## src/rtl/msg_key_pkg.sv

```systemverilog
`default_nettype none
// ============================================================================
// Module   : msg_key_pkg
// Brief    : Shared state encoding, default constants and width helper for the
//            key/message decoder.
// Revision : 1.0 - initial release
// ============================================================================
package msg_key_pkg;

  typedef enum logic [1:0] {
    IDLE    = 2'd0,
    COLLECT = 2'd1,
    DONE    = 2'd2
  } state_t;

  localparam int unsigned c_data_w_def    = 8;
  localparam int unsigned c_msg_len_def   = 8;
  localparam int unsigned c_key_limit_def = 5;
  localparam logic [7:0]  c_xor_mask_def  = 8'hFF;
  localparam int unsigned c_timeout_def   = 1000;

  // Bits needed to hold 0..max_val, never less than one bit.
  function automatic int unsigned cnt_width(input int unsigned max_val);
    return (max_val < 1) ? 1 : $clog2(max_val + 1);
  endfunction

endpackage
`default_nettype wire

```

## src/rtl/msg_key_timer.sv

```systemverilog
`default_nettype none
// ============================================================================
// Module   : msg_key_timer
// Brief    : Saturating idle counter with clear/enable; expire flags the last
//            idle cycle before the limit. TIMEOUT = 0 disables it entirely.
// Revision : 1.0 - initial release
// ============================================================================
module msg_key_timer
  import msg_key_pkg::*;
#(
  parameter int unsigned TIMEOUT = c_timeout_def
) (
  input  logic clk,
  input  logic rst_n,
  input  logic clear,
  input  logic enable,
  output logic expire
);

  generate
    if (TIMEOUT == 0) begin : g_disabled
      logic w_unused;
      assign w_unused = &{1'b0, clk, rst_n, clear, enable};
      assign expire   = 1'b0;
    end else begin : g_enabled
      localparam int unsigned    c_w    = cnt_width(TIMEOUT);
      localparam logic [c_w-1:0] c_max  = c_w'(TIMEOUT);
      localparam logic [c_w-1:0] c_last = c_w'(TIMEOUT - 1);

      logic [c_w-1:0] r_count;

      always_ff @(posedge clk or negedge rst_n) begin
        if (!rst_n) begin
          r_count <= '0;
        end else if (clear) begin
          r_count <= '0;
        end else if (enable && (r_count != c_max)) begin
          r_count <= r_count + 1'b1;
        end
      end

      assign expire = enable && !clear && (r_count == c_last);
    end
  endgenerate

endmodule
`default_nettype wire

```

## src/rtl/msg_key_decoder.sv

```systemverilog
`default_nettype none
// ============================================================================
// Module   : msg_key_decoder
// Brief    : Key-validated byte collector: first byte selects per-byte XOR,
//            next MSG_LEN bytes form a message offered on valid/ready.
// Revision : 1.0 - initial release
// ============================================================================
module msg_key_decoder
  import msg_key_pkg::*;
#(
  parameter int unsigned       DATA_W    = c_data_w_def,
  parameter int unsigned       MSG_LEN   = c_msg_len_def,
  parameter int unsigned       KEY_LIMIT = c_key_limit_def,
  parameter logic [DATA_W-1:0] XOR_MASK  = DATA_W'(c_xor_mask_def),
  parameter int unsigned       TIMEOUT   = c_timeout_def
) (
  input  logic                      clk,
  input  logic                      rst_n,
  input  logic                      is_new,
  input  logic [DATA_W-1:0]         rx_data,
  output logic [MSG_LEN*DATA_W-1:0] msg_data,
  output logic                      msg_valid,
  input  logic                      msg_ready,
  output logic                      key_err,
  output logic                      timeout_err,
  output logic                      overrun,
  output logic                      busy
);

  localparam int unsigned        c_cnt_w    = cnt_width(MSG_LEN);
  localparam logic [c_cnt_w-1:0] c_last_idx = c_cnt_w'(MSG_LEN - 1);
  localparam int unsigned        c_kw       = DATA_W + 1;
  // A limit above the byte range accepts every key; clamp so it fits c_kw bits.
  localparam int unsigned        c_lim_sat  = (KEY_LIMIT > (1 << DATA_W)) ? (1 << DATA_W) : KEY_LIMIT;
  localparam logic [c_kw-1:0]    c_key_lim  = c_kw'(c_lim_sat);

  state_t               r_state;
  logic [MSG_LEN-1:0]   r_key;
  logic [c_cnt_w-1:0]   r_count;
  logic                 w_key_ok;
  logic                 w_timer_clr;
  logic                 w_timer_en;
  logic                 w_expire;

  assign w_key_ok    = ({1'b0, rx_data} < c_key_lim);
  assign w_timer_clr = (r_state != COLLECT) || is_new;
  assign w_timer_en  = (r_state == COLLECT);

  msg_key_timer #(
    .TIMEOUT (TIMEOUT)
  ) u_timer (
    .clk    (clk),
    .rst_n  (rst_n),
    .clear  (w_timer_clr),
    .enable (w_timer_en),
    .expire (w_expire)
  );

  always_ff @(posedge clk or negedge rst_n) begin
    if (!rst_n) begin
      r_state     <= IDLE;
      r_key       <= '0;
      r_count     <= '0;
      msg_data    <= '0;
      msg_valid   <= 1'b0;
      key_err     <= 1'b0;
      timeout_err <= 1'b0;
      overrun     <= 1'b0;
      busy        <= 1'b0;
    end else begin
      key_err     <= 1'b0;
      timeout_err <= 1'b0;
      overrun     <= 1'b0;
      case (r_state)
        IDLE: begin
          if (is_new) begin
            if (w_key_ok) begin
              r_key   <= rx_data[MSG_LEN-1:0];
              r_count <= '0;
              r_state <= COLLECT;
              busy    <= 1'b1;
            end else begin
              key_err <= 1'b1;
            end
          end
        end
        COLLECT: begin
          if (is_new) begin
            for (int unsigned i = 0; i < MSG_LEN; i++) begin
              if (r_count == c_cnt_w'(i)) begin
                msg_data[i*DATA_W +: DATA_W] <= rx_data ^ (r_key[i] ? XOR_MASK : '0);
              end
            end
            r_count <= r_count + 1'b1;
            if (r_count == c_last_idx) begin
              r_state   <= DONE;
              msg_valid <= 1'b1;
            end
          end else if (w_expire) begin
            timeout_err <= 1'b1;
            r_count     <= '0;
            msg_data    <= '0;
            r_state     <= IDLE;
            busy        <= 1'b0;
          end
        end
        DONE: begin
          // Any strobe here is dropped, even one landing on the handshake cycle.
          if (is_new) begin
            overrun <= 1'b1;
          end
          if (msg_ready) begin
            msg_valid <= 1'b0;
            r_state   <= IDLE;
            busy      <= 1'b0;
          end
        end
        default: begin
          r_state   <= IDLE;
          msg_valid <= 1'b0;
          busy      <= 1'b0;
        end
      endcase
    end
  end

endmodule
`default_nettype wire
```

## config.mk

```make
export PLATFORM = sky130hd
export DESIGN_NAME = msg_key_decoder
export DESIGN_NICKNAME = d
export VERILOG_FILES = /design/src/rtl/msg_key_pkg.sv /design/src/rtl/msg_key_timer.sv /design/src/rtl/msg_key_decoder.sv
export SDC_FILE = /design/constraint.sdc
export NUM_CORES = 1
export LEC_CHECK = 0
export BUFFER_PORTS_ARGS = -buffer_cell sky130_fd_sc_hd__buf_4
export CAP_MARGIN = 25
export CELL_PAD_IN_SITES_DETAIL_PLACEMENT = 1
export CELL_PAD_IN_SITES_GLOBAL_PLACEMENT = 1
export CORE_ASPECT_RATIO = 0.9
export CORE_MARGIN = 4
export CORE_UTILIZATION = 39
export CTS_CLUSTER_DIAMETER = 40
export CTS_CLUSTER_SIZE = 40
export DETAILED_ROUTE_END_ITERATION = 10
export PLACE_DENSITY = 0.79
export RECOVER_POWER = 100
export REMOVE_ABC_BUFFERS = 1
export SYNTH_ARGS = -nofsm -noshare
export SYNTH_HDL_FRONTEND = slang
export SYNTH_HIERARCHICAL = 1
export SYNTH_SLANG_ARGS = --single-unit
```

## constraint.sdc

```tcl
create_clock -name clk -period 3 [get_ports clk]
set_input_delay 0.45 -clock clk [delete_from_list [all_inputs] [get_ports clk]]
set_output_delay 0.45 -clock clk [all_outputs]
set_load 0.02 [all_outputs]
```

# After elaboration in Yosys (flattened, before gate mapping)
# Cells that the tools add are included.
dict set report classes {
  n_addsub 2
  n_lt_le_gt_ge 1
  eq_ne 29
  mux 49
  bitwise 9
  n_reduce_logical 23
}
# cell count
set op_table {}
lappend op_table {{$mux 64} 2}
lappend op_table {{$mux 8} 16}
lappend op_table {{$xor 8x8->8} 8}
lappend op_table {{$reduce_and 3->1} 9}
lappend op_table {{$mux 10} 2}
lappend op_table {{$ne 2x1->1 const B} 9}
lappend op_table {{$eq 4x3->1 const B} 4}
lappend op_table {{$mux 4} 4}
lappend op_table {{$mux 1} 15}
lappend op_table {{$ne 2x2->1 const B} 7}
lappend op_table {{$mux 2} 6}
lappend op_table {{$add 10x1->10 const B} 1}
lappend op_table {{$eq 10x10->1 const B} 1}
lappend op_table {{$ne 10x10->1 const B} 1}
lappend op_table {{$reduce_and 5->1} 2}
lappend op_table {{$eq 4x2->1 const B} 2}
lappend op_table {{$lt 8x3->1 const B} 1}
lappend op_table {{$pmux 4 s2} 1}
lappend op_table {{$reduce_and 4->1} 2}
lappend op_table {{$ne 3x3->1 const B} 2}
lappend op_table {{$pmux 1 s3} 2}
lappend op_table {{$pmux 2 s3} 1}
lappend op_table {{$reduce_bool 2->1} 3}
lappend op_table {{$add 4x1->4 const B} 1}
lappend op_table {{9 further kinds} 11}
dict set report totals {
  regBits 93
  in_bits 12
  elab_cells 130
}

# Logic depth before layout (Yosys ltp)
dict set report depth {
  ltp_word 8
  mapped_depth 15
  ltp_nobuf 11
}

# Modules after synthesis
# The synthesis kept the hierarchy.
# mod instances cells_each area_each_um2
set by_module_without_submodules {}
lappend by_module_without_submodules {msg_key_decoder 1 440 4306.6}
lappend by_module_without_submodules {msg_key_timer 1 65 594.3}

# Least setup slack after synthesis
# OpenSTA, ideal clock, no wires.
dict set report synth_path {
  path_kind {in2reg}
  start {input is_new}
  end {register msg_data[21]}
  setup_time_ns 0.118
  t_arrival_ns 2.855
  required_ns 2.882
  path_slack_ns 0.027
  cell_stages 15
  cell_sequence {buf_6 > clkbuf_1 > or3_1 > clkbuf_1 > nor2_1 > nand4_1 > nor3_1 > nand2b_4 > or3_1 > buf_6 > clkinv_16 > a31oi_4 > buf_6 > nand2_1 > o21ai_2}
}
dict set report synth_via {
  elab_chain_cells 6
  word_cells_on_any_way 8
}
# item line
set synth_lines {}
lappend synth_lines {{start: declaration} msg_key_decoder.sv:19} ;# input logic is_new,
lappend synth_lines {{$logic_or 1x1->1} msg_key_decoder.sv:46} ;# assign w_timer_clr = (r_state != COLLECT) || is_new;
lappend synth_lines {{named net w_timer_clr} msg_key_decoder.sv:41} ;# logic w_timer_clr;
lappend synth_lines {{$logic_not 1->1} msg_key_timer.sv:42} ;# assign expire = enable && !clear && (r_count == c_last);
lappend synth_lines {{$logic_and 1x1->1 (2 in a row)} msg_key_timer.sv:42}
lappend synth_lines {{named net w_expire} msg_key_decoder.sv:43} ;# logic w_expire;
lappend synth_lines {{$reduce_bool 2->1 (no source line)} -}
lappend synth_lines {{$reduce_and 3->1 (no source line)} -}
lappend synth_lines {{end signal: indexed assignment} msg_key_decoder.sv:91} ;# msg_data[i*DATA_W +: DATA_W] <= rx_data ^ (r_key[i] ? XOR_MASK : '0);
lappend synth_lines {{end: declaration} msg_key_decoder.sv:21} ;# output logic [MSG_LEN*DATA_W-1:0] msg_data,
# The timed path passes the listed nets, and every way through them passes these cells.
# A chain may end at the register's enable or synchronous reset.

# Worst setup path after layout
dict set report layout_path {
  start {register r_state[0]}
  end {register msg_data[41]}
}
dict set report layout_via {
  elab_chain_cells 7
  word_cells_on_any_way 8
}
# item line
set layout_lines {}
lappend layout_lines {{start: declaration} msg_key_decoder.sv:37} ;# state_t r_state;
lappend layout_lines {{start signal: assignment} msg_key_decoder.sv:61} ;# r_state <= IDLE;
lappend layout_lines {{start signal: assignment} msg_key_decoder.sv:80} ;# r_state <= COLLECT;
lappend layout_lines {{start signal: assignment} msg_key_decoder.sv:96} ;# r_state <= DONE;
lappend layout_lines {{$ne 2x1->1} msg_key_decoder.sv:46}
lappend layout_lines {{$logic_or 1x1->1} msg_key_decoder.sv:46}
lappend layout_lines {{named net w_timer_clr} msg_key_decoder.sv:41}
lappend layout_lines {{$logic_not 1->1} msg_key_timer.sv:42}
lappend layout_lines {{$logic_and 1x1->1 (2 in a row)} msg_key_timer.sv:42}
lappend layout_lines {{named net w_expire} msg_key_decoder.sv:43}
lappend layout_lines {{$reduce_bool 2->1 (no source line)} -}
lappend layout_lines {{$reduce_and 3->1 (no source line)} -}
# The timed path passes the listed nets, and every way through them passes these cells.

==> flow_summary.yaml <==
outcome:
  status: "finished clean"
floorplan:
  die_area_mm2: 0.0144
  die_y_um: 114
  io_pins: 81
  core.rowCount: 38
  initial_core_util: 0.403
  core_area_mm2: 0.0122
  die_w_um: 126
timing:
  finalHoldViolations: 0
  skew_ns: 0.00856
  rsz0062_at_grt: "no"
  worstMarginPinSlew_ns: 1.37
  setup_slack_ns: 0.302
  setup_viol: 0
  fmax_mhz: 371
  min_period_ns: 2.70
  relSlewSlack: 0.0863
  period_share: 0.899
  slew_violations: 0
  whs_ns: 0.412
flow_run:
  drv_cap: 0
routing:
  drcViolationCount: 0
  vias_per_cell: 5.17
  num_vias: 3772
  drt_iter0_drc: 271
  wl_per_cell_um: 17.9
  dr.pass1.iters: 4
  wirelength_um: 13100
  detail-route-antenna-nets: 0
critical_path:
  crit_fanout: 16
  cp_common_cell: "or3_1"
  endpoint_kind: "flip-flop"
  crit_slowest_cell: "or3_1"
  worstSetupStartpointType: "flip-flop"
  crit_arrival_ns: 2.94
  crit_chain: "inv_2 -> or3_1 -> nor2_1 -> nand4_1 -> nor3_1 -> buf_4 -> nand2b_1 -> or3_1 -> clkinv_16 -> a31oi_4 -> o21ai_0"
  crit_type: "flip-flop to flip-flop"
  slowest_delay_ns: 0.50
  worstPathRequired_ns: 3.24
placed_design:
  dp_hpwl_um: 8730
  dp_slack_ns: 0.307
  place.port_buffers: 80
  gp_congestion: 0.742
logic_synthesis:
  yosysSeqAreaShare: 0.475
  synth_cell_types: 45
  synth_cells: 505
  synth-seq-cells: 93
  async_flop_share: 1.00
  avgSynthCellArea_um2: 9.70
  yosys.area.top_type: "dfrtp_1"
  synth_top_area_share: 0.475
  synth_area_mm2: 0.00490
  yosysWarnings: 6
  synth_edf_count: 0
  synth-main-ff-cell: "dfrtp_1"
  synth_area_leaders: "dfrtp_1 (47%), xor2_1 (12%), nand2_1 (10%)"
global_routing:
  grt_pass1_wl_um: 21600
  gr-total-overflow: 0
  grt_use_total: 0.189
  antenna_found_initial: 0
  grt_max_degree: 73
  grt_pass1_vias: 4067
power:
  p_total_mw: 4.22
  power.leakage_nw: 2.47
  max-vdd-ir-drop_uv: 299
  p_per_area_mw_per_mm2: 774
finish:
  fillerInstances: 1431
  areaGrowthSynthToFinish_pct: 11.2
  final_core_util: 0.448
  final_nets: 583
  antenna_cells: 0
  drive_above_1_share: 0.0808
cts:
  tritoncts: "built"
  cts_max_level: 3
  cts_sinks: 93
  cts_resized: 0
  clk_latency_ns: 0.35
  numCtsBuffers: 9
  postCtsSetupBuffers: 0
  clk_path_buf_depth: 2
  root_buffer: "clkbuf_16"
  path_clk_slew_ns: 0.07
  cts_hold_buf: 0
worst_hold_path:
  hp-class: "input port to async pin"
-- cell type report --
| type | instances | area [um2] | area share |
|---|---|---|---|
| tap | 160 | 200 | 0.0367 |
| inverter | 9 | 60.1 | 0.0110 |
| clock inverter | 4 | 25.0 | 0.00459 |
| clock buffer | 11 | 243 | 0.0445 |
| sequential | 93 | 2330 | 0.427 |
| timing repair buffer | 88 | 387 | 0.0710 |
| multi-input combinational | 364 | 2210 | 0.405 |
-- power breakdown --
part           total, mW  switching [mW]  internal, mW
combinational       1.32           0.932         0.388
clock               1.07           0.489         0.578
sequential          1.83           0.263          1.57
-- through the flow --
step	instance area (um2)	cells	TNS, ns
3_5_place_dp	5540	714	0
5_1_grt	5450	729	0
4_1_cts	5810	729	0
3_3_place_gp	5540	714	0
2_1_floorplan	4650	466	-9.51
6_report	5450	729	0
-- critical path, delay by kind of cell, from the launching register on --
family	cells	cell delay (ns)
AOI/OAI and AO/OA	2	0.37
buffers and inverters	3	0.43
DFF	1	0.44
and+or+nand+nor	6	1.35
-- cell usage after synthesis (7+ instances only) --
cell,instances
a21oi_1,7
a31oi_4,7
buf_6,9
clkbuf_1,14
dfrtp_1,93
inv_1,7
nand2_1,130
nand3_1,11
nor2_1,10
o21ai_0,14
o21ai_1,43
o21ai_2,14
xor2_1,66
-- cell families (layout without fill, tap and decap cells) --
kind of cell | after synthesis | in the layout | synth area share
AOI/OAI and AO/OA | 98 | 98 | 0.143
xor gates and xnor gates | 66 | 66 | 0.118
adders and majority gates | 6 | 6 | 0.0153
buffers and inverters | 48 | 112 | 0.0631
DFF | 93 | 93 | 0.475
muxes | 5 | 5 | 0.0112
and+or+nand+nor | 189 | 189 | 0.174
-- registers in the layout, indices dropped and copies added (netlist names) --
| register | flops |
|---|---|
| msg_data | 64 |
| u_timer/g_enabled.r_count | 10 |
| r_key | 8 |
| r_count | 4 |
| r_state | 2 |
| busy | 1 |
| key_err | 1 |
| msg_valid | 1 |
| overrun | 1 |
| timeout_err | 1 |
-- routing by layer --
layer / up-vias / share of wire / wire [um] / global-route usage
met4: 0 / 0.025 / 329 / 0.0815
met1: 1874 / 0.48 / 6280 / 0.260
met3: 23 / 0.043 / 556 / 0.0387
met2: 78 / 0.45 / 5890 / 0.291
li1: 1797 / - / - / -
met5: - / 0 / 0 / 0
-- cells in the final DEF, fill, tap and decap left out, types with 6 or more instances in the layout --
cell	instances
xor2_1	66
or3_1	6
clkbuf_1	72
clkbuf_16	9
o21ai_0	70
ha_1	6
a21oi_1	7
nor2b_1	6
a31oi_4	7
dfrtp_1	93
nand2_1	130
nand3_1	11
nor2_1	10
buf_4	13
inv_1	7
-- path summary, 6_finish.rpt --
path / to / slack (ns) / startpoint / cells after the start
min reg2reg: msg_data[52]$_DFFE_PN0P_ / 0.48 / msg_data[52]$_DFFE_PN0P_ / 2
max reg2reg: msg_data[41]$_DFFE_PN0P_ / 0.30 / r_state[0]$_DFFE_PN0P_ / 11
max in group asynchronous: msg_data[20]$_DFFE_PN0P_ / 0.92 / rst_n / 2
min: msg_data[51]$_DFFE_PN0P_ / 0.41 / rst_n / 1
max: msg_data[41]$_DFFE_PN0P_ / 0.30 / r_state[0]$_DFFE_PN0P_ / 11
min in group clk: msg_valid$_DFFE_PN0P_ / 0.41 / msg_ready / 4
(Power assumes the default switching activity.)
